**src/rtl/seq_det_ctrl.sv**
```systemverilog
// seq_det_ctrl: sequencer that feeds a 1-bit serial sequence detector.
// It accepts a parallel word over a valid/ready handshake and shifts it into
// the detector MSB first. It counts the detector's find pulses that belong to
// that word and returns the count over a valid/ready result port.
// Optional feature macro: SEQ_CTRL_CLR_EN. When it is defined, the detector
// gets a one-cycle clear pulse before each word, so no match spans two words.

module seq_det_ctrl #(
  parameter int W  = 8,
  parameter int CW = $clog2(W + 1)
) (
  input  logic          clk,
  input  logic          rst,
  input  logic          in_valid,
  output logic          in_ready,
  input  logic [W-1:0]  in_data,
  output logic          det_in,
  output logic          det_clr,
  input  logic          det_find,
  output logic          res_valid,
  input  logic          res_ready,
  output logic [CW-1:0] res_count,
  output logic          res_hit
);

  localparam int BW = $clog2(W);

  typedef enum logic [2:0] {
    S_IDLE,
    S_CLEAR,
    S_SHIFT,
    S_DRAIN,
    S_DONE
  } state_t;

  state_t          r_state;
  state_t          w_next_state;
  logic [W-1:0]    r_shreg;
  logic [W-1:0]    w_shreg_next;
  logic [BW-1:0]   r_bitcnt;
  logic [BW-1:0]   w_bitcnt_next;
  logic [CW-1:0]   r_cnt;
  logic [CW-1:0]   w_cnt_next;
  logic            r_pend;
  logic            w_inc;
  logic            w_res_load;
  logic            r_in_ready;
  logic            r_det_in;
  logic            r_res_valid;
  logic [CW-1:0]   r_res_count;
  logic            r_res_hit;

  // A find pulse belongs to the current word only when the previous cycle presented one of its bits
  assign w_inc = r_pend & det_find;

  // Next-state, shift register, bit counter and find counter
  always_comb begin
    w_next_state  = r_state;
    w_shreg_next  = r_shreg;
    w_bitcnt_next = r_bitcnt;
    w_cnt_next    = r_cnt + CW'(w_inc);
    w_res_load    = 1'b0;
    case (r_state)
      S_IDLE: begin
        if (in_valid) begin
          w_shreg_next  = in_data;
          w_bitcnt_next = '0;
          w_cnt_next    = '0;
`ifdef SEQ_CTRL_CLR_EN
          w_next_state  = S_CLEAR;
`else
          w_next_state  = S_SHIFT;
`endif
        end
      end
      S_CLEAR: begin
        w_next_state = S_SHIFT;
      end
      S_SHIFT: begin
        w_shreg_next  = {r_shreg[W-2:0], 1'b0};
        w_bitcnt_next = r_bitcnt + 1'b1;
        if (r_bitcnt == BW'(W - 1)) begin
          w_next_state = S_DRAIN;
        end
      end
      S_DRAIN: begin
        w_res_load   = 1'b1;
        w_next_state = S_DONE;
      end
      S_DONE: begin
        if (res_ready) begin
          w_next_state = S_IDLE;
        end
      end
      default: begin
        w_next_state = S_IDLE;
      end
    endcase
  end

  // State, datapath and registered outputs; reset drops any word in flight
  always_ff @(posedge clk or negedge rst) begin
    if (!rst) begin
      r_state     <= S_IDLE;
      r_shreg     <= '0;
      r_bitcnt    <= '0;
      r_cnt       <= '0;
      r_pend      <= 1'b0;
      r_in_ready  <= 1'b1;
      r_det_in    <= 1'b0;
      r_res_valid <= 1'b0;
      r_res_count <= '0;
      r_res_hit   <= 1'b0;
    end else begin
      r_state     <= w_next_state;
      r_shreg     <= w_shreg_next;
      r_bitcnt    <= w_bitcnt_next;
      r_cnt       <= w_cnt_next;
      r_pend      <= (r_state == S_SHIFT);
      r_in_ready  <= (w_next_state == S_IDLE);
      r_det_in    <= (w_next_state == S_SHIFT) ? w_shreg_next[W-1] : 1'b0;
      r_res_valid <= (w_next_state == S_DONE);
      if (w_res_load) begin
        r_res_count <= w_cnt_next;
        r_res_hit   <= (w_cnt_next != '0);
      end
    end
  end

`ifdef SEQ_CTRL_CLR_EN
  logic r_det_clr;

  // Clear pulse is high for exactly the one CLEAR cycle after a word is accepted
  always_ff @(posedge clk or negedge rst) begin
    if (!rst) begin
      r_det_clr <= 1'b0;
    end else begin
      r_det_clr <= (w_next_state == S_CLEAR);
    end
  end

  assign det_clr = r_det_clr;
`else
  assign det_clr = 1'b0;
`endif

  assign in_ready  = r_in_ready;
  assign det_in    = r_det_in;
  assign res_valid = r_res_valid;
  assign res_count = r_res_count;
  assign res_hit   = r_res_hit;

endmodule

```
**config.mk**
```make
export PLATFORM = sky130hd
export DESIGN_NAME = seq_det_ctrl
export DESIGN_NICKNAME = d
export VERILOG_FILES = /design/src/rtl/seq_det_ctrl.sv
export SDC_FILE = /design/constraint.sdc
export NUM_CORES = 1
export LEC_CHECK = 0
export ABC_CLOCK_PERIOD_IN_PS = 2400
export CORE_UTILIZATION = 54
export DETAILED_ROUTE_END_ITERATION = 10
export PLACE_DENSITY = 0.91
export SYNTH_ARGS = -nofsm -noshare
export SYNTH_HDL_FRONTEND = slang
export SYNTH_SLANG_ARGS = --single-unit
```
**constraint.sdc**
```tcl
create_clock -name clk -period 2.4 [get_ports clk]
set_input_delay 0.36 -clock clk [delete_from_list [all_inputs] [get_ports clk]]
set_output_delay 0.36 -clock clk [all_outputs]
set_load 0.05 [all_outputs]
```
==> impl_metrics.ini, run 1 <==
[outcome]
status = finished, final reports clean

[setup_path]
cp_slowest_cell = clkdlybuf4s50_1
arrival_ns = 1.64
max_stage_delay_ns = 0.78
worstReg2RegStart = r_state[1]$_DFF_PN0_
cp_top_family = buffers and inverters
critPathMaxFanout = 1
worst-setup-path-type = register to output pin
r2r_end = r_bitcnt[0]$_DFFE_PN0P_
worst-r2r-cell-count = 4
crit_path_start_kind = register
worst-path-stages = 1
endpoint_kind = output pin
regToRegSetupSlack_ns = 0.83
critPathBufInv = 1
startpoint = in_ready$_DFF_PN1_
cp_cell_sequence = clkdlybuf4s50_1
cp.required_ns = 2.04

[sta]
finalSetupViolCount = 0
hold_violations = 0
fin_setup_tns_ns = 0
fin_crit_ns = 2.00
rsz0062_at_grt = no
drv_slew = 0
fin_crit_sh_pct = 83.4
skew_ns = 0.00482
max_freq_mhz = 500

[placement]
post_dp_cell_area_um2 = 1430
gp_congestion = 0.714
dp_hpwl_um = 1440
port_buffers = 20
place_inst = 139

[power_and_ir_drop]
p_leak_uw = 0.000704
p_per_area_nw_per_um2 = 1270
ir_drop_mv = 0.925

[clock_network]
clock_latency_ns = 0.32
post-cts-setup-buffers = 0
cts.sinks = 27
cts_tree = done
htreeDepth = 1
clock_path_buffers = 2
clkSlewWorstSetupHoldPaths_ns = 0.13
clockRootBuffer = clkbuf_4
cts_resized = 0
cts_buffers = 3
cts_hold_buf = 0

[die]
ios = 22
num_rows = 16
coreArea_um2 = 2040
fp.dieW_um = 49.5
die_area_um2 = 2450
initial_core_util_pct = 59.7
die_h_um = 49.5

[synth]
synth_nets = 111
synth-seq-cells = 27
synth_cell_type_count = 36
yosys_warnings = 0
syn_area_um2 = 1220
avgSynthCellArea_um2 = 13.0
seq_area_frac_synth_pct = 55.5
synthCells = 94

[layout]
layout.nets = 134
mostFrequentLayoutCells = dfrtp_1, clkdlybuf4s50_1, a22o_1, a21o_1
final_common_cell = dfrtp_1
diodes = 0
finalInstanceArea_um2 = 1460
fillers = 154
layout-drive-gt1-share_pct = 12.9
areaGrowthSynthToFinish_pct = 19.8
final_cells = 143

[route]
drc = 0
via_per_inst = 5.52
highest_layer = met4
wl_per_cell_um = 13.7
dr_wl_met3_um = 64
drt_wl_total_um = 1960
vias = 789
dr_wl_met2_um = 977
wl_met1_um = 890
ant_nets = 0
drt_pre_antenna_iters = 4
drt_iter0_markers = 12

[grt]
grt_pass1_vias = 815
grt_usage_pct = 18.8
grt_overflow = 0
grt_pass1_wl_um = 3400
antenna_found_initial = 0
grt_max_degree = 28

[worst_hold_path]
hold_class = primary input to asynchronous set/reset pin

[flow_run]
max-cap-violations = 0
-- routing by layer --
layer  track usage [%]  up-vias
li1                  -      381
met1              23.0      387
met2              32.4       17
met3              2.78        4
met4              8.57        0
met5                 0        -
-- report_power, final --
part,total (uW),switching [uW],internal [uW]
clock,190,128,62.5
sequential,776,136,639
combinational,893,489,404
total,1860,753,1110
-- synth_stat cells --
cell	number	area (um2)
and4bb_1	1	12.5
xnor2_1	1	8.76
and3_1	1	6.26
a22o_1	9	78.8
mux2_1	2	22.5
mux2i_1	2	20.0
nor2b_1	2	12.5
buf_6	2	22.5
o21ai_0	5	25.0
dfrtp_1	26	651
nand2_1	2	7.51
nor3b_2	1	12.5
o311ai_2	1	16.3
conb_1	1	3.75
buf_2	1	5.00
o21ai_1	1	5.00
xor2_1	1	8.76
dfstp_2	1	26.3
nand2b_1	1	6.26
nor2_1	5	18.8
a211oi_1	1	7.51
inv_1	1	3.75
and2_1	2	12.5
mux2_2	1	11.3
nand4bb_1	1	11.3
a21oi_1	1	5.00
nor2_2	1	6.26
nand3b_4	1	20.0
o211ai_1	1	7.51
nor4b_4	1	23.8
or2_4	1	8.76
ha_1	4	50.1
nor3_1	2	10.0
buf_4	2	15.0
a21o_1	7	52.6
nand3_1	1	5.00
-- how the worst max path moves through the flow --
stage / end / slack (ns)
2_1_floorplan: res_hit$_DFFE_PN0N_ / 1.0
3_3_place_gp: res_hit$_DFFE_PN0N_ / 0.56
3_5_place_dp: res_hit$_DFFE_PN0N_ / 0.49
4_1_cts: in_ready / 0.39
5_1_grt: in_ready / 0.36
6_report: in_ready / 0.40
-- per-stage QoR --
stage | power, uW | hold slack, ns | setup WS, ns | utilization (%)
3_5_place_dp | 1680 | 0.470 | 0.488 | 70.2
6_report | 1860 | 0.382 | 0.399 | 71.6
5_1_grt | 1980 | 0.413 | 0.356 | 71.6
2_1_floorplan | 1440 | 0.0644 | 0.996 | -
4_1_cts | 1870 | 0.389 | 0.389 | 71.6
3_3_place_gp | 1630 | 0.459 | 0.562 | 70.2
-- state kept, by name, indices dropped and copies added, names as in the netlist --
| register | flops |
|---|---|
| in_ready | 1 |
| r_state | 3 |
| r_pend | 1 |
| res_count | 4 |
| res_valid | 1 |
| r_bitcnt | 3 |
| res_hit | 1 |
| det_in | 1 |
| r_cnt | 4 |
| r_shreg | 8 |
-- kinds of logic after synthesis --
group,after synthesis,synth area share [%]
XOR/XNOR,2,1.44
buffers and inverters,6,3.79
flip-flops,27,55.5
multiplexers,5,4.41
AND/OR/NAND/NOR,23,14.3
AO/OA/AOI/OAI,26,16.2
other,1,0.307
adder cells (fa/ha/maj),4,4.10
-- cell type report --
type | instances | area [um2] | area share, %
clock buffers | 3 | 22.5 | 1.54
clock inverters | 1 | 5.00 | 0.342
inverters | 1 | 3.75 | 0.257
multi-input cells | 61 | 497 | 34.0
flip-flops and latches | 27 | 677 | 46.3
well taps | 27 | 33.8 | 2.31
repair buffers | 23 | 223 | 15.2
Note: power is estimated with default switching activity, not from simulation.
==> inputs of run 2 (changes only) <==
- ABC_CLOCK_PERIOD_IN_PS: 2400 -> 2100
- CORE_UTILIZATION: 54 -> 50
- PLACE_DENSITY: 0.91 -> 0.86
- clock period: 2.4 -> 2.1 ns (I/O delays scaled with it)
==> run 2 against run 1 <==
Core utilization decreased by 6.8 points; first-iteration DRC count decreased by 33%; die area increased by 7.7%; final cell count increased by 0.70%; sequential power increased by 13%; via count decreased by 2.0%; routed wire length decreased by 2.8%; global-route usage decreased by 1.1 points; clock-buffer cell count increased by 1; flip-flop and latch count unchanged; critical endpoint unchanged; largest cell class unchanged.
==> impl_metrics.ini, run 2 (synthesis results as in run 1) <==
[layout]
layout.nets = 134
mostFrequentLayoutCells = dfrtp_1, clkdlybuf4s50_1, a22o_1, a21o_1
top_register = r_shreg
layout-drive-gt1-share_pct = 12.1
fillers = 206
largest_reg_flops = 8
multi_input_area_um2 = 497
final_cells = 144
diodes = 0
areaGrowthSynthToFinish_pct = 19.8
regArea_um2 = 677
final_common_cell = dfrtp_1

[setup_path]
crit_path_start_kind = register
cp_cell_sequence = clkdlybuf4s50_1
worstReg2RegStart = r_state[1]$_DFF_PN0_
endpoint_kind = output pin
worst-setup-path-type = register to output pin
cp_top_family = buffers and inverters
max_stage_delay_ns = 0.79
startpoint = in_ready$_DFF_PN1_
cp_slowest_cell = clkdlybuf4s50_1
arrival_ns = 1.64
regToRegSetupSlack_ns = 0.60
critPathBufInv = 1
critPathMaxFanout = 1
cp.required_ns = 1.78

[sta]
drv_slew = 0
skew_ns = 0.00756
fin_setup_tns_ns = 0
fin_crit_ns = 1.96
max_freq_mhz = 511
fin_crit_sh_pct = 93.2
hold_violations = 0
slew_headroom_pct = 66.3
rsz0062_at_grt = no
worstMarginPinSlew_ns = 0.503
finalSetupViolCount = 0

[clock_network]
htreeDepth = 1
cts_hold_buf = 0
cts_resized = 0
clkSlewWorstSetupHoldPaths_ns = 0.14
clockRootBuffer = clkbuf_4
cts_buffers = 3
cts.sinks = 27
post-cts-setup-buffers = 0
clock_latency_ns = 0.32
clock_path_buffers = 2
cts_tree = done

[grt]
antenna_found_initial = 0
grt_max_degree = 28
grt_usage_pct = 17.7
grt_pass1_wl_um = 3360
grt_overflow = 0
grt_pass1_vias = 789

[power_and_ir_drop]
p_per_area_nw_per_um2 = 1440
report.power.total_uw = 2110
p_leak_uw = 0.000702
combPwrFrac_pct = 47.8
ir_drop_mv = 0.953
power.internal_uw = 1260
p_sw_uw = 841
clock_power_share_pct = 10.4
switching_share_pct = 39.9
p_seq_share_pct = 41.8

[route]
drt_iter0_markers = 8
via_per_inst = 5.37
wl_per_cell_um = 13.2
ant_nets = 0
drc = 0
drt_pre_antenna_iters = 4
vias = 773
drt_wl_total_um = 1910

[placement]
place_inst = 140
dp_hpwl_um = 1350
gp_congestion = 0.697
port_buffers = 20

[outcome]
status = finished, final reports clean

[die]
coreArea_um2 = 2250
num_rows = 17
ios = 22
fp.dieW_um = 51.4
initial_core_util_pct = 54.1
die_area_um2 = 2640
die_h_um = 51.4

[flow_run]
max-cap-violations = 0

[worst_hold_path]
hold_class = primary input to asynchronous set/reset pin
==> run 2: cell types whose count changed in the layout (fill, tap and decap cells not counted), sizes merged <==
cell    delta
clkbuf     +1
clkinv     -1
==> run 2: worst paths after layout <==
kind | endpoint | depth (start not counted)
max | in_ready | 1
min | r_bitcnt[2]$_DFFE_PN0P_ | 2
max reg2reg | r_bitcnt[0]$_DFFE_PN0P_ | 4
min reg2reg | res_count[2]$_DFFE_PN0N_ | 2
max in group asynchronous | in_ready$_DFF_PN1_ | 2
min in group clk | res_count[2]$_DFFE_PN0N_ | 2
==> run 2: through the flow <==
| stage | cell area (um2) | setup WS, ns | hold WS, ns | utilization [%] |
|---|---|---|---|---|
| after floorplan | 1220 | 0.699 | 0.0194 | - |
| after global placement | 1440 | 0.304 | 0.462 | 63.7 |
| after detailed placement | 1440 | 0.260 | 0.466 | 63.7 |
| after CTS | 1460 | 0.121 | 0.355 | 64.8 |
| after global routing | 1460 | 0.0718 | 0.361 | 64.8 |
| final | 1460 | 0.143 | 0.346 | 64.8 |
==> run 2: final cells by class <==
class / instances / share of cell area (%)
Sequential cell: 27 / 46.3
Multi-Input combinational cell: 61 / 34.0
Timing Repair Buffer: 23 / 15.2
Tap cell: 28 / 2.40
Clock buffer: 4 / 1.80
Inverter: 1 / 0.257
==> run 2: metal layers <==
layer,track usage (%),vias up,wire (um)
met4,9.46,0,40
li1,-,379,-
met1,21.6,369,908
met5,0,-,0
met3,2.68,4,91
met2,29.9,21,865
==> run 2: worst reg2reg max path: stages, from the launching register on <==
cell and delay, ns:
dfrtp_1 0.52, nor3b_2 0.21, buf_4 0.19, nor2_2 0.32
mux2_2 0.23
==> run 2: power by group through the flow <==
stage / Clock [uW] / Combinational, uW / Sequential [uW]
floorplan: 0 / 583 / 1060
global placement: 0 / 988 / 885
detailed placement: 0 / 1020 / 892
CTS: 226 / 1020 / 883
global route: 246 / 1110 / 910
finish: 220 / 1010 / 880
==> inputs of run 3 (changes only) <==
- ABC_CLOCK_PERIOD_IN_PS: 2100 -> 2200
- clock period: 2.1 -> 2.2 ns (I/O delays scaled with it)
==> run 3 against run 2 <==
Die area is the same; critical path type unchanged; critical endpoint unchanged; clock power down 2%; routed wire length increased by 6.3%.
==> impl_metrics.ini, run 3 (synthesis results as in run 1) <==
[clock_network]
cts_resized = 0
clock_path_buffers = 2
cts_tree = done
htreeDepth = 1
post-cts-setup-buffers = 0
cts_hold_buf = 0
cts_buffers = 3
clock_latency_ns = 0.32
clockRootBuffer = clkbuf_4
cts.sinks = 27
clkSlewWorstSetupHoldPaths_ns = 0.14

[sta]
skew_ns = 0.00359
rsz0062_at_grt = no
fin_crit_ns = 1.99
drv_slew = 0
worstMarginPinSlew_ns = 0.503
fin_crit_sh_pct = 90.5
hold_violations = 0
fin_setup_tns_ns = 0
max_freq_mhz = 502
hold_ws_ns = 0.356
setup_ws_ns = 0.210
slew_headroom_pct = 66.4
finalSetupViolCount = 0

[setup_path]
cp_cell_sequence = clkdlybuf4s50_1
critPathMaxFanout = 1
regToRegSetupSlack_ns = 0.64
cp_slowest_cell = clkdlybuf4s50_1
worstReg2RegStart = r_state[1]$_DFF_PN0_
cp_top_family = buffers and inverters
arrival_ns = 1.66
worst-setup-path-type = register to output pin
r2r_end = r_bitcnt[0]$_DFFE_PN0P_
worst-r2r-cell-count = 4
cp.required_ns = 1.87
critPathBufInv = 1
endpoint_kind = output pin
crit_path_start_kind = register
max_stage_delay_ns = 0.80

[grt]
antenna_found_initial = 0
grt_overflow = 0
grt_pass1_vias = 835
grt_pass1_wl_um = 3570
grt_usage_pct = 18.6
grt_max_degree = 28

[placement]
place_ws_ns = 0.352
gp_congestion = 0.696
port_buffers = 20
dp_hpwl_um = 1450

[power_and_ir_drop]
combPwrFrac_pct = 47.7
p_per_area_nw_per_um2 = 1390
power.internal_uw = 1210
p_seq_share_pct = 41.7
ir_drop_mv = 0.908
clock_power_share_pct = 10.6
p_leak_uw = 0.000702
p_sw_uw = 820
switching_share_pct = 40.4

[flow_run]
max-cap-violations = 0

[layout]
final_common_cell = dfrtp_1
layout.nets = 134
mostFrequentLayoutCells = dfrtp_1, clkdlybuf4s50_1, a22o_1, a21o_1
areaGrowthSynthToFinish_pct = 19.8
diodes = 0
top_register = r_shreg
largest_reg_flops = 8
layout-drive-gt1-share_pct = 12.1
fillers = 205

[die]
die_area_um2 = 2640
ios = 22
initial_core_util_pct = 54.1
fp.dieW_um = 51.4
num_rows = 17
die_h_um = 51.4
coreArea_um2 = 2250

[route]
vias = 793
drt_pre_antenna_iters = 3
wl_per_cell_um = 14.1
drc = 0
via_per_inst = 5.51
drt_wl_total_um = 2030
ant_nets = 0
drt_iter0_markers = 4

[outcome]
status = finished, final reports clean

[worst_hold_path]
hold_class = primary input to asynchronous set/reset pin
==> run 3: area by class of cell <==
| cell class | instances | area, um2 | area share [%] |
|---|---|---|---|
| Clock buffer | 4 | 26.3 | 1.80 |
| Inverter | 1 | 3.75 | 0.257 |
| Multi-Input combinational cell | 61 | 497 | 34.0 |
| Sequential cell | 27 | 677 | 46.3 |
| Tap cell | 28 | 35.0 | 2.40 |
| Timing Repair Buffer | 23 | 223 | 15.2 |
==> run 3: through the flow <==
step	std cells	cell area (um2)	util, %	total power, uW
final	144	1460	64.8	2030
after global routing	144	1460	64.8	2180
after CTS	144	1460	64.8	2050
after detailed placement	140	1440	63.7	1830
after global placement	140	1440	63.7	1790
after floorplan	94	1220	-	1570
==> run 3: worst max-delay path by stage <==
stage / startpoint / end / slack [ns] / cells after the start
2_1_floorplan: r_pend$_DFF_PN0_ / res_hit$_DFFE_PN0N_ / 0.80 / 6
3_3_place_gp: det_find / res_hit$_DFFE_PN0N_ / 0.39 / 7
3_5_place_dp: det_find / res_hit$_DFFE_PN0N_ / 0.35 / 7
4_1_cts: in_ready$_DFF_PN1_ / in_ready / 0.19 / 1
5_1_grt: in_ready$_DFF_PN1_ / in_ready / 0.17 / 1
6_report: in_ready$_DFF_PN1_ / in_ready / 0.21 / 1
==> run 3: power by group through the flow <==
stage	Clock (uW)	Combinational [uW]	Sequential, uW
floorplan	0	556	1010
global placement	0	943	844
detailed placement	0	974	859
CTS	223	977	848
global route	235	1070	872
finish	215	967	845
==> run 3: layer usage <==
layer	vias to the layer above	part of all wire (%)	GRT usage [%]
met4	0	1.9	8.11
li1	384	-	-
met1	384	45	23.0
met5	-	0	0
met2	20	49	31.8
met3	5	4.2	2.98
